===== config.mk =====
export PLATFORM = sky130hd
export DESIGN_NAME = ita_input_row_assembler
export DESIGN_NICKNAME = d
export VERILOG_FILES = /design/src/rtl/ita_input_row_assembler_pkg.sv /design/src/rtl/ita_row_output_reg.sv /design/src/rtl/ita_input_row_assembler.sv
export SDC_FILE = /design/constraint.sdc
export NUM_CORES = 2
export LEC_CHECK = 0
export BUFFER_PORTS_ARGS = -buffer_cell sky130_fd_sc_hd__buf_2
export CAP_MARGIN = 40
export CORE_UTILIZATION = 30
export CTS_BUF_LIST = sky130_fd_sc_hd__clkbuf_4
export DETAILED_ROUTE_END_ITERATION = 10
export SYNTH_ARGS = -nofsm -noshare
export SYNTH_HDL_FRONTEND = slang
export SYNTH_SLANG_ARGS = --single-unit

===== constraint.sdc =====
create_clock -name clk_i -period 2 [get_ports clk_i]
set_input_delay 0.3 -clock clk_i [delete_from_list [all_inputs] [get_ports clk_i]]
set_output_delay 0.3 -clock clk_i [all_outputs]
set_load 0.05 [all_outputs]

===== src/rtl/ita_input_row_assembler_pkg.sv =====
// Shared sizing, types and FSM states for the ITA input row assembler.
// Beats of N bytes are packed into rows of E bytes for the input memory.
package ita_input_row_assembler_pkg;

   localparam int N  = 16;
   localparam int E  = 64;
   localparam int S  = 64;
   localparam int WI = 8;

   function automatic int idx_width(input int num);
      return (num > 1) ? $clog2(num) : 1;
   endfunction

   localparam int BeatsPerRow    = E / N;
   localparam int InputAddrWidth = idx_width(S);

   typedef logic [idx_width(E/N)-1:0] beat_cnt_t;
   typedef logic [idx_width(S+1)-1:0] row_cnt_t;
   typedef logic [idx_width(S+1)-1:0] seq_length_t;
   typedef logic [idx_width(E+1)-1:0] embed_size_t;
   typedef logic [N*WI-1:0]           fifo_data_t;

   typedef struct packed {
      logic [InputAddrWidth-1:0] addr;
      logic [E*WI-1:0]           data;
   } write_port_t;

   typedef enum logic [1:0] {
      IDLE,
      RUN,
      DRAIN
   } state_t;

endpackage


===== src/rtl/ita_row_output_reg.sv =====
// Single-entry valid/ready holding register for assembled rows.
// A pop and a push in the same cycle replace the entry without a bubble.
module ita_row_output_reg
   import ita_input_row_assembler_pkg::*;
(
   input  logic        clk_i,
   input  logic        rst_i,
   input  logic        push_i,
   input  write_port_t push_data_i,
   input  logic        ready_i,
   output logic        valid_o,
   output write_port_t data_o
);

   logic        valid_reg, valid_next;
   write_port_t data_reg, data_next;

   always_comb begin
      valid_next = valid_reg;
      data_next  = data_reg;
      if (valid_reg && ready_i) begin
         valid_next = 1'b0;
      end
      if (push_i) begin
         valid_next = 1'b1;
         data_next  = push_data_i;
      end
   end

   always_ff @(posedge clk_i) begin
      if (rst_i) begin
         valid_reg <= 1'b0;
         data_reg  <= '0;
      end else begin
         valid_reg <= valid_next;
         data_reg  <= data_next;
      end
   end

   assign valid_o = valid_reg;
   assign data_o  = data_reg;

endmodule


===== src/rtl/ita_input_row_assembler.sv =====
// Packs N-byte input beats into E-byte rows and writes rows 0..seq_length-1
// of one tile into the input memory, pulsing done_o after the last write.
module ita_input_row_assembler
   import ita_input_row_assembler_pkg::*;
(
   input  logic        clk_i,
   input  logic        rst_i,
   input  logic        start_i,
   input  seq_length_t seq_length_i,
   input  embed_size_t embed_size_i,
   input  logic        inp_valid_i,
   output logic        inp_ready_o,
   input  fifo_data_t  inp_data_i,
   output logic        wr_valid_o,
   input  logic        wr_ready_i,
   output write_port_t wr_port_o,
   output logic        busy_o,
   output logic        done_o
);

   state_t          state_reg, state_next;
   beat_cnt_t       beat_cnt_reg, beat_cnt_next;
   beat_cnt_t       last_beat_reg, last_beat_next;
   row_cnt_t        row_cnt_reg, row_cnt_next;
   seq_length_t     seq_length_reg, seq_length_next;
   logic            done_reg, done_next;
   logic [E*WI-1:0] row_reg;
   logic [E*WI-1:0] assembled;
   embed_size_t     beats_cfg;

   logic        last_beat, last_row, inp_ready, accept, push, out_valid;
   write_port_t push_port, out_port;

   assign last_beat = (beat_cnt_reg == last_beat_reg);
   assign last_row  = (row_cnt_reg == (seq_length_reg - seq_length_t'(1)));
   // Only the last beat of a row waits for room in the output register.
   assign inp_ready = (state_reg == RUN) && (!last_beat || !out_valid || wr_ready_i);
   assign accept    = inp_valid_i && inp_ready;
   assign push      = accept && last_beat;

   // The incoming beat is merged combinationally so the final beat of a row
   // goes straight to the output register; slices past embed_size read as 0.
   genvar gi;
   generate
      for (gi = 0; gi < BeatsPerRow; gi++) begin : g_beat
         assign assembled[gi*N*WI +: N*WI] =
            (beat_cnt_t'(gi) > last_beat_reg)  ? '0 :
            (beat_cnt_t'(gi) == beat_cnt_reg) ? inp_data_i :
                                                row_reg[gi*N*WI +: N*WI];
      end
   endgenerate

   assign push_port.addr = row_cnt_reg[InputAddrWidth-1:0];
   assign push_port.data = assembled;

   ita_row_output_reg u_out_reg (
      .clk_i       (clk_i),
      .rst_i       (rst_i),
      .push_i      (push),
      .push_data_i (push_port),
      .ready_i     (wr_ready_i),
      .valid_o     (out_valid),
      .data_o      (out_port)
   );

   always_comb begin
      state_next      = state_reg;
      beat_cnt_next   = beat_cnt_reg;
      last_beat_next  = last_beat_reg;
      row_cnt_next    = row_cnt_reg;
      seq_length_next = seq_length_reg;
      done_next       = 1'b0;
      beats_cfg       = embed_size_i / embed_size_t'(N);
      case (state_reg)
         IDLE: begin
            if (start_i) begin
               seq_length_next = seq_length_i;
               last_beat_next  = beat_cnt_t'(beats_cfg - embed_size_t'(1));
               beat_cnt_next   = '0;
               row_cnt_next    = '0;
               if (seq_length_i == '0) begin
                  done_next = 1'b1;
               end else begin
                  state_next = RUN;
               end
            end
         end
         RUN: begin
            if (accept) begin
               if (last_beat) begin
                  beat_cnt_next = '0;
                  row_cnt_next  = row_cnt_reg + row_cnt_t'(1);
                  if (last_row) begin
                     state_next = DRAIN;
                  end
               end else begin
                  beat_cnt_next = beat_cnt_reg + beat_cnt_t'(1);
               end
            end
         end
         DRAIN: begin
            if (out_valid && wr_ready_i) begin
               state_next = IDLE;
               done_next  = 1'b1;
            end
         end
         default: state_next = IDLE;
      endcase
   end

   always_ff @(posedge clk_i) begin
      if (rst_i) begin
         state_reg      <= IDLE;
         beat_cnt_reg   <= '0;
         last_beat_reg  <= '0;
         row_cnt_reg    <= '0;
         seq_length_reg <= '0;
         done_reg       <= 1'b0;
         row_reg        <= '0;
      end else begin
         state_reg      <= state_next;
         beat_cnt_reg   <= beat_cnt_next;
         last_beat_reg  <= last_beat_next;
         row_cnt_reg    <= row_cnt_next;
         seq_length_reg <= seq_length_next;
         done_reg       <= done_next;
         if (accept && !last_beat) begin
            row_reg <= assembled;
         end
      end
   end

   assign inp_ready_o = inp_ready;
   assign wr_valid_o  = out_valid;
   assign wr_port_o   = out_port;
   assign busy_o      = (state_reg != IDLE);
   assign done_o      = done_reg;

endmodule


==> out/results.tsv <==
stage	metric	value	unit
hold_path	Hold Path Stages	6	
setup_path	Crit Path Class	reg2reg	
setup_path	critical path endpoint category	register	
final_layout	Fillers	12300	
global_route	routing usage on met3	5.69	%
final_layout	fraction of final layout cells sized beyond drive strength 1	38.6	%
final_layout	P&R area growth vs syn	61.9	%
global_route	first-pass GRT wire length	260000	um
timing	Worst Max-Slew Pin Slew	0.737	ns
synth	yosys warns	0	
hold_path	HP Start	inp_data_i[104]	
cts	clk_lat worst skew	1.30	ns
timing	Final TNS setup	-300.68	ns
cts	maximum root-to-sink buffer count	4	
die	starting density of the core	30.4	%
setup_path	Worst EP arrival	3.84	ns
cts	CTS H-tree depth	5	
placement	# port buffers	663	
synth	register bit total from synthesis	1052	
drt	Routed WL per cell	22.0	um
setup_path	Reg2Reg Depth	13	
cts	Clock Sink Count	1052	
drt	1st-pass router iterations	6	
setup_path	largest delay contributor family on the critical path	buffers and inverters	
synth	Post-synth EDFFs	0	
cts	CTS Buf Count	309	
global_route	total gr overflow	0	
die	io pins	669	
global_route	initial antenna violation count	14	
drt	via count	46400	
setup_path	CP max FO	6	
timing	count of final hold-check violations	0	
die	core area	142000	um2
die	die extent in x	382	um
global_route	pin count of the biggest net entering global routing	97	
synth	Synth Flop Type	dfxtp_1	
timing	period utilization	136	%
timing	unrepaired setup endpoints after global routing	true	
synth	async set or reset register ratio after synthesis	0	%
status	violated checks	negative setup slack	
setup_path	CP startpoint kind	register	
hold_path	worst hold path type	in2reg	
die	row cnt	138	
drt	WL final	196000	um
synth	Synth cell types	40	
placement	DP Cell Count	7814	
final_layout	commonest non-fill, non-tap cell in the layout	nand2_1	
setup_path	slowest CP cell	a211oi_2	
timing	skew final	0.109	ns
global_route	Most Crowded Layer GR	met2	
timing	crit path setup slack, layout	-0.713	ns
setup_path	CP most frequent cell	buf_6	
global_route	Total GRT Usage	23.0	%
synth	Synth Cell Area	43200	um2
timing	fmax	0.369	GHz
setup_path	worst path cell trace	buf_6 -> buf_6 -> buf_6 -> and3b_2 -> a21oi_4 -> nor3_4 -> buf_6 -> buf_12 -> buf_12 -> buf_16 -> buf_12 -> nor2_4 -> a211oi_2	
setup_path	max incr delay on CP	0.58	ns
global_route	M2 GR Usage	37.2	%
cts	CTS tree	done	
pwr	LEAKAGE	26.6	nW
timing	fin. max-slew vios	0	
final_layout	Non-Filler Instances	8916	
synth	Seq/Total Area, Yosys	48.7	%
synth	syn_nets	5634	
setup_path	worst reg2reg startpoint	state_reg[1]	
final_layout	Largest register FFs	518	
synth	mean post-synth cell area	7.89	um2
pwr	power density cells	720	nW/um2
pwr	Peak VDD IR	0.501	mV
final_layout	Nets	6980	
global_route	vias in the first global route	43000	
drt	Routed Antenna Nets	0	
setup_path	Buffers & Inverters on Critical Path	8	
timing	fin crit period	2.71	ns
setup_path	Critical Path RT	3.12	ns
placement	Post-DP HPWL	99500	um
cts	Worst-path clk slew	0.07	ns
die	Die Y	382	um
final_layout	most frequent cells in the layout	nand2_1, nor2_1, a21oi_1, dfxtp_1, clkbuf_4	
synth	Post-Syn Instances	5481	
job	max cap viols	0	
timing	count of final setup violators	1551	
drt	vias per cell	5.20	
die	die area	146000	um2
drt	DR DRC count	0	
placement	GPL Wtd Cong	0.828	
setup_path	CP startpoint	state_reg[1]	
status	status	finished, violations left	
setup_path	CP Depth	13	
global_route	met1 usage	28.4	%
cts	clk root buf	clkbuf_4	
drt	DR iter-0 viols	4007	
timing	Worst slew margin	50.8	%
-- synth_stat cells (2+ instances only) --
cell type | instances | area, um2
o21ai_0 | 2 | 10.0
nand2b_1 | 3 | 18.8
a211oi_1 | 131 | 983
nor2_1 | 907 | 3400
mux2i_1 | 385 | 3850
mux2_2 | 129 | 1450
a21oi_1 | 914 | 4570
nor3b_1 | 2 | 15.0
clkbuf_1 | 247 | 927
buf_2 | 168 | 841
ha_1 | 6 | 75.1
xor2_1 | 3 | 26.3
nand2_1 | 1442 | 5410
nand3_1 | 6 | 30.0
inv_1 | 5 | 18.8
xnor2_1 | 15 | 131
nor3_1 | 8 | 40.0
buf_1 | 32 | 120
dfxtp_1 | 1052 | 21100
nor4_1 | 4 | 25.0
-- repair_timing --
action	CTS	global route
setup endpoints to repair	989	1558
resized for setup	2293	669
hold endpoints to repair	1052	0
hold buffers	320	0
setup buffers	89	84
gates cloned	45	69
pin swaps	56	212
-- tightest hold or removal path: cells and delay by family --
family | cells | cell delay (ns)
muxes | 1 | 0.14
and+or+nand+nor | 2 | 0.13
buffers and inverters | 2 | 0.72
AOI/OAI and AO/OA | 1 | 0.06
-- kinds of logic after synthesis --
| kind of cell | share of synthesized area, % |
|---|---|
| AND/OR/NAND/NOR | 20.9 |
| adder cells (fa/ha/maj) | 0.174 |
| buffers and inverters | 4.41 |
| XOR/XNOR | 0.466 |
| AO/OA/AOI/OAI | 13.0 |
| multiplexers | 12.3 |
| flip-flops | 48.7 |
-- power by group --
group / leakage, nW / switching (W) / total [W] / internal, W
clock network: 2.17 / 0.00961 / 0.0200 / 0.0104
logic: 15.6 / 0.00506 / 0.00881 / 0.00375
registers: 8.78 / 0.000345 / 0.0215 / 0.0212
-- stage by stage --
stage / util [%] / instance area, um2 / hold WS (ns) / total power, W / setup slack (ns)
detailed placement: 35.0 / 49900 / 0.443 / 0.0274 / -0.102
global route: 49.2 / 70000 / 0.0396 / 0.0521 / -0.703
global placement: 35.0 / 49900 / 0.440 / 0.0273 / -0.0453
CTS: 45.9 / 65300 / 0.000154 / 0.0488 / -0.654
floorplan: - / 43200 / 0.396 / 0.0252 / -0.0218
finish: 49.2 / 70000 / 0.0935 / 0.0504 / -0.713
-- area by class of cell --
cell class              instances  area (um2)  share of cell area [%]
flip-flops and latches       1052       22000                    31.4
multi-input cells            3977       22600                    32.3
repair buffers               1482       19400                    27.7
clock buffers                 434        3260                    4.66
inverters                       5        18.8                  0.0268
well taps                    1890        2360                    3.38
clock inverters                62         344                   0.492
diodes                         14        35.0                  0.0501
-- final timing paths --
kind | endpoint | slack [ns]
worst max-delay path | u_out_reg.data_o[118] | -0.71
worst min-delay path | u_out_reg.data_o[232] | 0.09
worst max register to register | u_out_reg.data_o[118] | -0.71
worst min register to register | row_reg[450] | 0.45
-- routing by layer --
| layer | part of all wire, % | wire length, um |
|---|---|---|
| met4 | 6.0 | 11800 |
| met1 | 40 | 78200 |
| met2 | 45 | 88500 |
| met3 | 9.1 | 17800 |
| met5 | 0.011 | 22 |
(Power assumes the default switching activity.)
